## src/rtl/ddr_tg_pkg.sv

```systemverilog
`default_nettype none
// ============================================================================
// Package  : ddr_tg_pkg
// Purpose  : Shared FSM encoding, LFSR taps and sequencing-mode constants for
//            the DDR traffic generator.
// Revision : 1.0 - initial release
// ============================================================================
package ddr_tg_pkg;

    typedef logic [2:0] state_t;

    localparam state_t S_IDLE      = 3'd0;
    localparam state_t S_WAIT_INIT = 3'd1;
    localparam state_t S_ISSUE     = 3'd2;
    localparam state_t S_WAIT_ACK  = 3'd3;
    localparam state_t S_WR_DATA   = 3'd4;
    localparam state_t S_RD_DATA   = 3'd5;
    localparam state_t S_WAIT_IDLE = 3'd6;
    localparam state_t S_DONE      = 3'd7;

    // x^16 + x^14 + x^13 + x^11 + 1, left-shifting Fibonacci form
    localparam logic [15:0] LFSR_TAPS = 16'hB400;

    localparam int MODE_SEQ        = 0;
    localparam int MODE_INTERLEAVE = 1;

    function automatic logic [15:0] lfsr_next(input logic [15:0] cur);
        return {cur[14:0], ^(cur & LFSR_TAPS)};
    endfunction

endpackage
`default_nettype wire

```

## src/rtl/ddr_tg_lfsr.sv

```systemverilog
`default_nettype none
// ============================================================================
// Module   : ddr_tg_lfsr
// Purpose  : 16-bit pattern LFSR, loadable with SEED, sized to DATA_W.
// Revision : 1.0 - initial release
// ============================================================================
module ddr_tg_lfsr
    import ddr_tg_pkg::*;
#(
    parameter int          DATA_W = 16,
    parameter logic [15:0] SEED   = 16'hACE1
) (
    input  logic              clk,
    input  logic              rst,
    input  logic              load,
    input  logic              step,
    output logic [DATA_W-1:0] value
);

    logic [15:0] r_lfsr;

    always_ff @(posedge clk or posedge rst) begin
        if (rst) begin
            r_lfsr <= SEED;
        end else if (load) begin
            r_lfsr <= SEED;
        end else if (step) begin
            r_lfsr <= lfsr_next(r_lfsr);
        end
    end

    assign value = DATA_W'(r_lfsr);

endmodule
`default_nettype wire

```

## src/rtl/ddr_traffic_gen.sv

```systemverilog
`default_nettype none
// ============================================================================
// Module   : ddr_traffic_gen
// Purpose  : Writes NUM_TXN pseudo-random bursts through the controller host
//            port, reads them back and counts mismatching beats. Defining
//            DDR_TG_ERR_LOG_EN adds capture of the first mismatch.
// Revision : 1.0 - initial release
// ============================================================================
module ddr_traffic_gen
    import ddr_tg_pkg::*;
#(
    parameter int          DATA_W    = 16,
    parameter int          BURST_LEN = 4,
    parameter int          ROW_W     = 13,
    parameter int          COL_W     = 10,
    parameter int          BA_W      = 2,
    parameter int          NUM_TXN   = 8,
    parameter int          MODE      = 0,
    parameter logic [15:0] SEED      = 16'hACE1,
    parameter int          TIMEOUT   = 1023
) (
    input  logic              clk,
    input  logic              rst,
    input  logic              start,
    input  logic              init_done,
    input  logic              ctrl_busy,
    input  logic              wr_data_req,
    input  logic              rd_data_valid,
    input  logic [DATA_W-1:0] rd_data,
    output logic              addr_strobe_n,
    output logic              rd_wr_req,
    output logic [ROW_W-1:0]  sys_addr_row,
    output logic [COL_W-1:0]  sys_addr_col,
    output logic [BA_W-1:0]   sys_ba,
    output logic [DATA_W-1:0] wr_data,
    output logic              busy,
    output logic              done,
    output logic              pass,
    output logic [15:0]       err_count,
    output logic              timeout_err
`ifdef DDR_TG_ERR_LOG_EN
    ,
    output logic [15:0]                    first_err_txn,
    output logic [$clog2(BURST_LEN):0]     first_err_beat,
    output logic [DATA_W-1:0]              first_err_exp,
    output logic [DATA_W-1:0]              first_err_act
`endif
);

    localparam int BEAT_W = $clog2(BURST_LEN) + 1;
    localparam int TO_W   = $clog2(TIMEOUT + 1);

    state_t              r_state;
    state_t              w_next;
    logic [TO_W-1:0]     r_to_cnt;
    logic [BEAT_W-1:0]   r_beat;
    logic [15:0]         r_txn;
    logic                r_is_read;
    logic [15:0]         r_err_cnt;
    logic                r_timeout;

    logic                w_start;
    logic                w_waiting;
    logic                w_timeout;
    logic                w_last_txn;
    logic                w_beat_last;
    logic                w_run_end;
    logic                w_wr_accept;
    logic                w_rd_accept;
    logic                w_mismatch;
    logic                w_advance;
    logic [DATA_W-1:0]   w_wr_val;
    logic [DATA_W-1:0]   w_exp_val;

    assign w_start     = start && ((r_state == S_IDLE) || (r_state == S_DONE));
    assign w_waiting   = (r_state != S_IDLE) && (r_state != S_DONE);
    assign w_timeout   = w_waiting && (r_to_cnt == TO_W'(TIMEOUT - 1));
    assign w_last_txn  = (r_txn == 16'(NUM_TXN - 1));
    assign w_beat_last = (r_beat == BEAT_W'(BURST_LEN - 1));
    assign w_run_end   = r_is_read && w_last_txn;
    assign w_wr_accept = (r_state == S_WR_DATA) && wr_data_req;
    assign w_rd_accept = (r_state == S_RD_DATA) && rd_data_valid;
    assign w_mismatch  = w_rd_accept && (rd_data != w_exp_val);
    assign w_advance   = (r_state == S_WAIT_IDLE) && !ctrl_busy && !w_run_end && !w_timeout;

    ddr_tg_lfsr #(.DATA_W(DATA_W), .SEED(SEED)) u_wr_lfsr (
        .clk   (clk),
        .rst   (rst),
        .load  (w_start),
        .step  (w_wr_accept),
        .value (w_wr_val)
    );

    ddr_tg_lfsr #(.DATA_W(DATA_W), .SEED(SEED)) u_exp_lfsr (
        .clk   (clk),
        .rst   (rst),
        .load  (w_start),
        .step  (w_rd_accept),
        .value (w_exp_val)
    );

    always_ff @(posedge clk or posedge rst) begin
        if (rst) begin
            r_state <= S_IDLE;
        end else begin
            r_state <= w_next;
        end
    end

    always_comb begin
        w_next = r_state;
        if (w_timeout) begin
            w_next = S_DONE;
        end else begin
            case (r_state)
                S_IDLE, S_DONE: if (start)         w_next = S_WAIT_INIT;
                S_WAIT_INIT:    if (init_done)     w_next = S_ISSUE;
                S_ISSUE:        if (!ctrl_busy)    w_next = S_WAIT_ACK;
                S_WAIT_ACK:     if (ctrl_busy)     w_next = r_is_read ? S_RD_DATA : S_WR_DATA;
                S_WR_DATA:      if (wr_data_req && w_beat_last)   w_next = S_WAIT_IDLE;
                S_RD_DATA:      if (rd_data_valid && w_beat_last) w_next = S_WAIT_IDLE;
                S_WAIT_IDLE:    if (!ctrl_busy)    w_next = w_run_end ? S_DONE : S_ISSUE;
                default:                           w_next = S_IDLE;
            endcase
        end
    end

    always_comb begin
        addr_strobe_n = !((r_state == S_ISSUE) && !ctrl_busy && !w_timeout);
        busy          = w_waiting;
        done          = (r_state == S_DONE);
        pass          = (r_state == S_DONE) && (r_err_cnt == 16'd0) && !r_timeout;
        wr_data       = (r_state == S_WR_DATA) ? w_wr_val : '0;
    end

    assign rd_wr_req    = r_is_read;
    assign sys_addr_row = ROW_W'(r_txn);
    assign sys_addr_col = COL_W'(32'(r_txn) * 32'(BURST_LEN));
    assign sys_ba       = BA_W'(r_txn);
    assign err_count    = r_err_cnt;
    assign timeout_err  = r_timeout;

    always_ff @(posedge clk or posedge rst) begin
        if (rst) begin
            r_txn     <= '0;
            r_is_read <= 1'b0;
            r_err_cnt <= '0;
            r_timeout <= 1'b0;
            r_beat    <= '0;
            r_to_cnt  <= '0;
        end else begin
            if (w_start) begin
                r_txn     <= '0;
                r_is_read <= 1'b0;
                r_err_cnt <= '0;
                r_timeout <= 1'b0;
            end else begin
                if (w_timeout) begin
                    r_timeout <= 1'b1;
                end
                if (w_mismatch && (r_err_cnt != 16'hFFFF)) begin
                    r_err_cnt <= r_err_cnt + 16'd1;
                end
                // Reads always follow write order, so both LFSRs see the same sequence
                if (w_advance) begin
                    if (MODE == MODE_INTERLEAVE) begin
                        if (r_is_read) begin
                            r_txn     <= r_txn + 16'd1;
                            r_is_read <= 1'b0;
                        end else begin
                            r_is_read <= 1'b1;
                        end
                    end else if (w_last_txn) begin
                        r_txn     <= '0;
                        r_is_read <= 1'b1;
                    end else begin
                        r_txn <= r_txn + 16'd1;
                    end
                end
            end

            if (w_next != r_state) begin
                r_beat   <= '0;
                r_to_cnt <= '0;
            end else begin
                if (w_wr_accept || w_rd_accept) begin
                    r_beat <= r_beat + BEAT_W'(1);
                end
                if (w_waiting) begin
                    r_to_cnt <= r_to_cnt + TO_W'(1);
                end
            end
        end
    end

`ifdef DDR_TG_ERR_LOG_EN
    logic r_err_seen;

    always_ff @(posedge clk or posedge rst) begin
        if (rst) begin
            r_err_seen     <= 1'b0;
            first_err_txn  <= '0;
            first_err_beat <= '0;
            first_err_exp  <= '0;
            first_err_act  <= '0;
        end else if (w_start) begin
            r_err_seen     <= 1'b0;
            first_err_txn  <= '0;
            first_err_beat <= '0;
            first_err_exp  <= '0;
            first_err_act  <= '0;
        end else if (w_mismatch && !r_err_seen) begin
            r_err_seen     <= 1'b1;
            first_err_txn  <= r_txn;
            first_err_beat <= r_beat;
            first_err_exp  <= w_exp_val;
            first_err_act  <= rd_data;
        end
    end
`endif

endmodule
`default_nettype wire
```

## config.mk

```make
export PLATFORM = sky130hd
export DESIGN_NAME = ddr_traffic_gen
export DESIGN_NICKNAME = d
export VERILOG_FILES = /design/src/rtl/ddr_tg_pkg.sv /design/src/rtl/ddr_tg_lfsr.sv /design/src/rtl/ddr_traffic_gen.sv
export SDC_FILE = /design/constraint.sdc
export NUM_CORES = 1
export LEC_CHECK = 0
export BUFFER_PORTS_ARGS = -buffer_cell sky130_fd_sc_hd__clkbuf_2
export CAP_MARGIN = 20
export CORE_AREA = 2 2 93 104
export DETAILED_ROUTE_END_ITERATION = 7
export DIE_AREA = 0 0 95 106
export GPL_ROUTABILITY_DRIVEN = 0
export GPL_TIMING_DRIVEN = 0
export PLACE_DENSITY = 0.81
export SETUP_SLACK_MARGIN = 0.1
export SYNTH_ARGS = -nofsm -noshare
export SYNTH_HDL_FRONTEND = slang
export SYNTH_SLANG_ARGS = --single-unit
```

## constraint.sdc

```tcl
create_clock -name clk -period 4.4 [get_ports clk]
set_input_delay 1.32 -clock clk [delete_from_list [all_inputs] [get_ports clk]]
set_output_delay 1.32 -clock clk [all_outputs]
set_load 0.02 [all_outputs]
```

* Word level (Yosys, flattened, before mapping)
Cells that the tools add are included.
** Storage, ports and cells
- Bits in registers :: 82
- Output and inout port bits :: 63
- Word-level logic and storage cells :: 96
** Cells by class
- Reduce and logical (&&, ||, !) cells :: 39
- Muxes and demuxes :: 30
- Equal/unequal tests :: 14
- $add $sub $neg :: 4
** Operators by type and width (number)
- 2-to-1 mux 16 bit :: 10
- 2-to-1 mux 3 bit :: 11
- adder 16 x 1 -> 16 bit, second input constant :: 2
- XOR reduction 16 bit :: 2
- one-hot mux 3 bit (7 select lines) :: 1
- 2-to-1 mux 10 bit :: 2
- logical AND 1 bit :: 17
- equality test 16 x 3 -> 1 bit, second input constant :: 1
- zero test 16 bit :: 1
- inequality test 16 bit :: 1
- inequality test 16 bit, second input constant :: 1
- nonzero test 2 bit :: 8
- equality test 3 bit, second input constant :: 4
- adder 10 x 1 -> 10 bit, second input constant :: 1
- equality test 10 bit, second input constant :: 1
- equality test 3 x 2 -> 1 bit, second input constant :: 3
- 2-to-1 mux 1 bit :: 6
- zero test 1 bit :: 5
- adder 3 x 1 -> 3 bit, second input constant :: 1
- equality test 3 x 1 -> 1 bit, second input constant :: 1
- zero test 3 bit :: 1
- inequality test 3 bit :: 1
- inequality test 3 bit, second input constant :: 1
- nonzero test 3 bit :: 1
- other kinds (3) :: 4

* Logic depth before layout (Yosys ltp)
- Depth after elaboration :: 8
- Gate-level depth with buffers :: 9
- Depth with buffers taken out :: 8

* By module
A second synthesis with hierarchy kept.
** Second synthesis, totals
- Cells, all modules :: 514
- Area, all modules :: 4827.1 um^2
** Modules (own cells, without submodules)
- ddr_traffic_gen :: cells each 402, area each 3440.8 um^2, instances 1, seq. area each 1251.2 um^2
- ddr_tg_lfsr :: cells each 56, area each 693.2 um^2, instances 2, seq. area each 410.4 um^2

* Worst setup path before layout
Ideal clock, no wire load.
- Path kind :: input to output
- Start :: input ctrl_busy
- End :: output addr_strobe_n
- Cell stages on the path :: 2
- Buffers on the path :: 0
- Setup slack :: 1499 ps
- Required time :: 3080 ps
- Arrival time :: 1581 ps
- Path through :: nor2_1 -> nand3_1
** On the way
- Word-level cells in the longest chain between the ends :: 4
** Ends and longest elaborated chain
- start: declaration :: line ddr_traffic_gen.sv:26 : input logic ctrl_busy,
- zero test 1 bit :: line ddr_traffic_gen.sv:129 : addr_strobe_n = !((r_state == S_ISSUE) && !ctrl_busy && !w_timeout);
- logical AND 1 bit (2 in series) :: line ddr_traffic_gen.sv:129
- zero test 1 bit :: line ddr_traffic_gen.sv:129
- end: declaration :: line ddr_traffic_gen.sv:30 : output logic addr_strobe_n,
No other way between the ends.

* Final worst setup path
- Start :: register r_state[0]
- End :: output wr_data[9]
** On the way
- Word-level cells in the longest chain between the ends :: 2
** Ends and longest elaborated chain
- start: declaration :: line ddr_traffic_gen.sv:53 : state_t r_state;
- start signal: assignment :: line ddr_traffic_gen.sv:106 : r_state <= w_next;
- equality test 3 bit :: line ddr_traffic_gen.sv:133 : wr_data = (r_state == S_WR_DATA) ? w_wr_val : '0;
- 2-to-1 mux 16 bit :: line ddr_traffic_gen.sv:133
- end: declaration :: line ddr_traffic_gen.sv:35 : output logic [DATA_W-1:0] wr_data,
No other way between the ends.

==> reports/results.tsv <==
metric	value	unit
start_kind	flip-flop	
hpwl	7.977	mm
initial_core_util	52.90	%
switchingPower	1.172	mW
ant_nets	0	
p_clk_share	19.8	%
via_count	4079	
hold_buffers	0	
synth-async-reset-ratio	100.0	%
cts-root-buf	clkbuf_8	
worst_setup_path_end_kind	primary output	
row_count	37	
syn_avg_cell_area	9.052	um2
n_antenna_cell	0	
rsz0062_at_grt	false	
maxSlewViolCount	0	
path_cells	buf_2 > buf_2 > nor2_1 > clkbuf_1 > and2_1 > clkbuf_2	
grt_pass1_wl	18.07	mm
clock_latency	0.37	ns
cts_setup_buffers	0	
yosysTopAreaCell	dfrtp_1	
antenna_found_initial	0	
max-cap-violations	0	
synth_top_area_share	34.23	%
grt_pass1_vias	3933	
gr-total-overflow	0	
min_period	3.465	ns
path_max_fanout	10	
worstPathArrival	2.15	ns
synth_seq_area_share	42.95	%
synth_seq_cells	82	
cts_buffers	9	
synth_cell_type_count	62	
period_share	78.76	%
synth_flop_cell	dfrtp_1	
crit_top_cell	buf_2	
instances_no_fill	751	
viasPerCell	5.431	
dpl-instance-area	5420	um2
io_pins	86	
drt_wl_total	11.03	mm
placedCellCount	735	
dieArea	10070	um2
fmax	0.2886	GHz
postSynthCellCount	533	
drtIter0Drc	211	
worst_slew_pin_slew	0.6638	ns
ir_worst_vdd	0.0002393	V
hold-worst-slack	0.4994	ns
grt_max_degree	58	
fp.dieH	106	um
finalSetupTns	0	ns
p_leak	2.641	nW
synth_edf_count	0	
track_usage	22.72	%
place_ws	1.130	ns
fin_util	61.64	%
slowest_delay	0.43	ns
coreArea	9120	um2
slew_headroom	55.41	%
cp_slowest_cell	nor2_1	
wl_per_cell	14.69	um
synth_warnings	0	
io_buffers	83	
synthesis.area	4825	um2
fin_ws	0.9346	ns
drive_gt1_share	28.55	%
final_area	5622	um2
skew	0.009322	ns
post_cts_resized	0	
finalHoldViolCount	0	
num-nets-final	659	
drc	0	
seqPwrFrac	39.2	%
chipWidth	95	um
power.total	2.844	mW
status	completed	
setup_viol	0	
clk_pin_slew	0.09	ns
firstDrtPassIters	4	
h-tree-depth	3	
intPower	1.672	mW
swShare	41.22	%
power_density	505.9	nW/um2
criticalPathCategory	reg -> out	
clock-sinks	82	
rrSetupSlack	1.87	ns
synth_area_leaders	dfrtp_1 34%, dfstp_2 8.7%, nand2_1 7.6%, xnor2_1 6.9%, buf_4 4.2%	
required	3.08	ns
pwr-share-comb	41.0	%
cts.path.max_buffers	2	
cts_tree	built	
area_growth	16.52	%
hp-class	reg -> reg	
[flip-flops by register name, summed over array words and instances, names as in the netlist]
signal / cells
r_state: 3
u_exp_lfsr.value: 16
timeout_err: 1
r_txn: 16
r_to_cnt: 10
u_wr_lfsr.value: 16
r_beat: 3
rd_wr_req: 1
err_count: 16
[critical path: cells and delay by family, from the launching register on]
| kind | cells | cell delay (ns) |
|---|---|---|
| buf+inv | 4 | 0.81 |
| simple gates | 2 | 0.60 |
| flops | 1 | 0.37 |
[synthesized netlist by cell type (all sizes together) (2+ instances only)]
| master | instances |
|---|---|
| and4bb | 2 |
| nand4 | 9 |
| a21o | 3 |
| o211ai | 4 |
| a2111oi | 2 |
| mux2i | 8 |
| nor2 | 30 |
| nor4 | 7 |
| dfstp | 16 |
| inv | 13 |
| and3 | 10 |
| xnor2 | 38 |
| nand3 | 36 |
| o21ai | 15 |
| or2 | 2 |
| a21oi | 28 |
| nor3b | 6 |
| nand2b | 2 |
| clkbuf | 13 |
| buf | 38 |
| nand2 | 99 |
| o31ai | 10 |
| nor3 | 18 |
| xor2 | 2 |
| a31o | 3 |
| and4 | 6 |
| ha | 7 |
| dfrtp | 66 |
| and2 | 22 |
[cell families after synthesis]
logic type | count (synthesis) | synth area share (%)
buf+inv | 64 | 7.728
compound gates | 77 | 10.61
flops | 82 | 42.95
other cells | 1 | 0.07773
simple gates | 254 | 27.83
fa+ha+maj | 7 | 1.815
xor+xnor | 40 | 7.261
mux | 8 | 1.738
[cell type report]
cell class,count,area (um2)
clock inverter,7,77.57
fill,791,3498
multi-input combinational,388,2384
timing repair buffer,84,442.9
inverter,13,51.30
buffer,51,324.1
clock buffer,9,123.9
tap,117,146.4
sequential,82,2072
[power groups by stage]
| stage | logic, mW | clock network [mW] | registers [mW] |
|---|---|---|---|
| after floorplan | 0.897 | 0 | 1.09 |
| after global placement | 1.11 | 0 | 1.12 |
| after detailed placement | 1.16 | 0 | 1.13 |
| after CTS | 1.17 | 0.577 | 1.11 |
| after global routing | 1.29 | 0.605 | 1.14 |
| final | 1.17 | 0.562 | 1.12 |
[metal layers]
layer  global-route usage (%)  vias up  routed length (um)
met1                    28.34     1968                4633
met3                    4.465       17                 497
met2                    38.40       91                5673
met4                    9.110        0                 223
met5                        0        -                   0
li1                         -     2003                   -
[cells in the final DEF, fill, tap and decap left out, drive strengths merged, types with 16 or more instances in the layout]
cell    synthesis  routed
a21oi          28      28
and2           22      22
buf            38      39
clkbuf         13     105
dfrtp          66      66
dfstp          16      16
nand2          99      99
nand3          36      36
nor2           30      30
nor3           18      18
xnor2          38      38
[final timing paths]
kind	start	endpoint	cells after the start
max	r_state[0]	wr_data[9]	6
min	u_wr_lfsr.value[6]	u_wr_lfsr.value[7]	2
max in group asynchronous	rst	u_exp_lfsr.value[7]	3
max reg2reg	r_txn[0]	r_txn[4]	8
min in group asynchronous	rst	u_exp_lfsr.value[2]	2
min reg2reg	u_wr_lfsr.value[6]	u_wr_lfsr.value[7]	2
No activity file was read; power rests on OpenSTA's default activity.
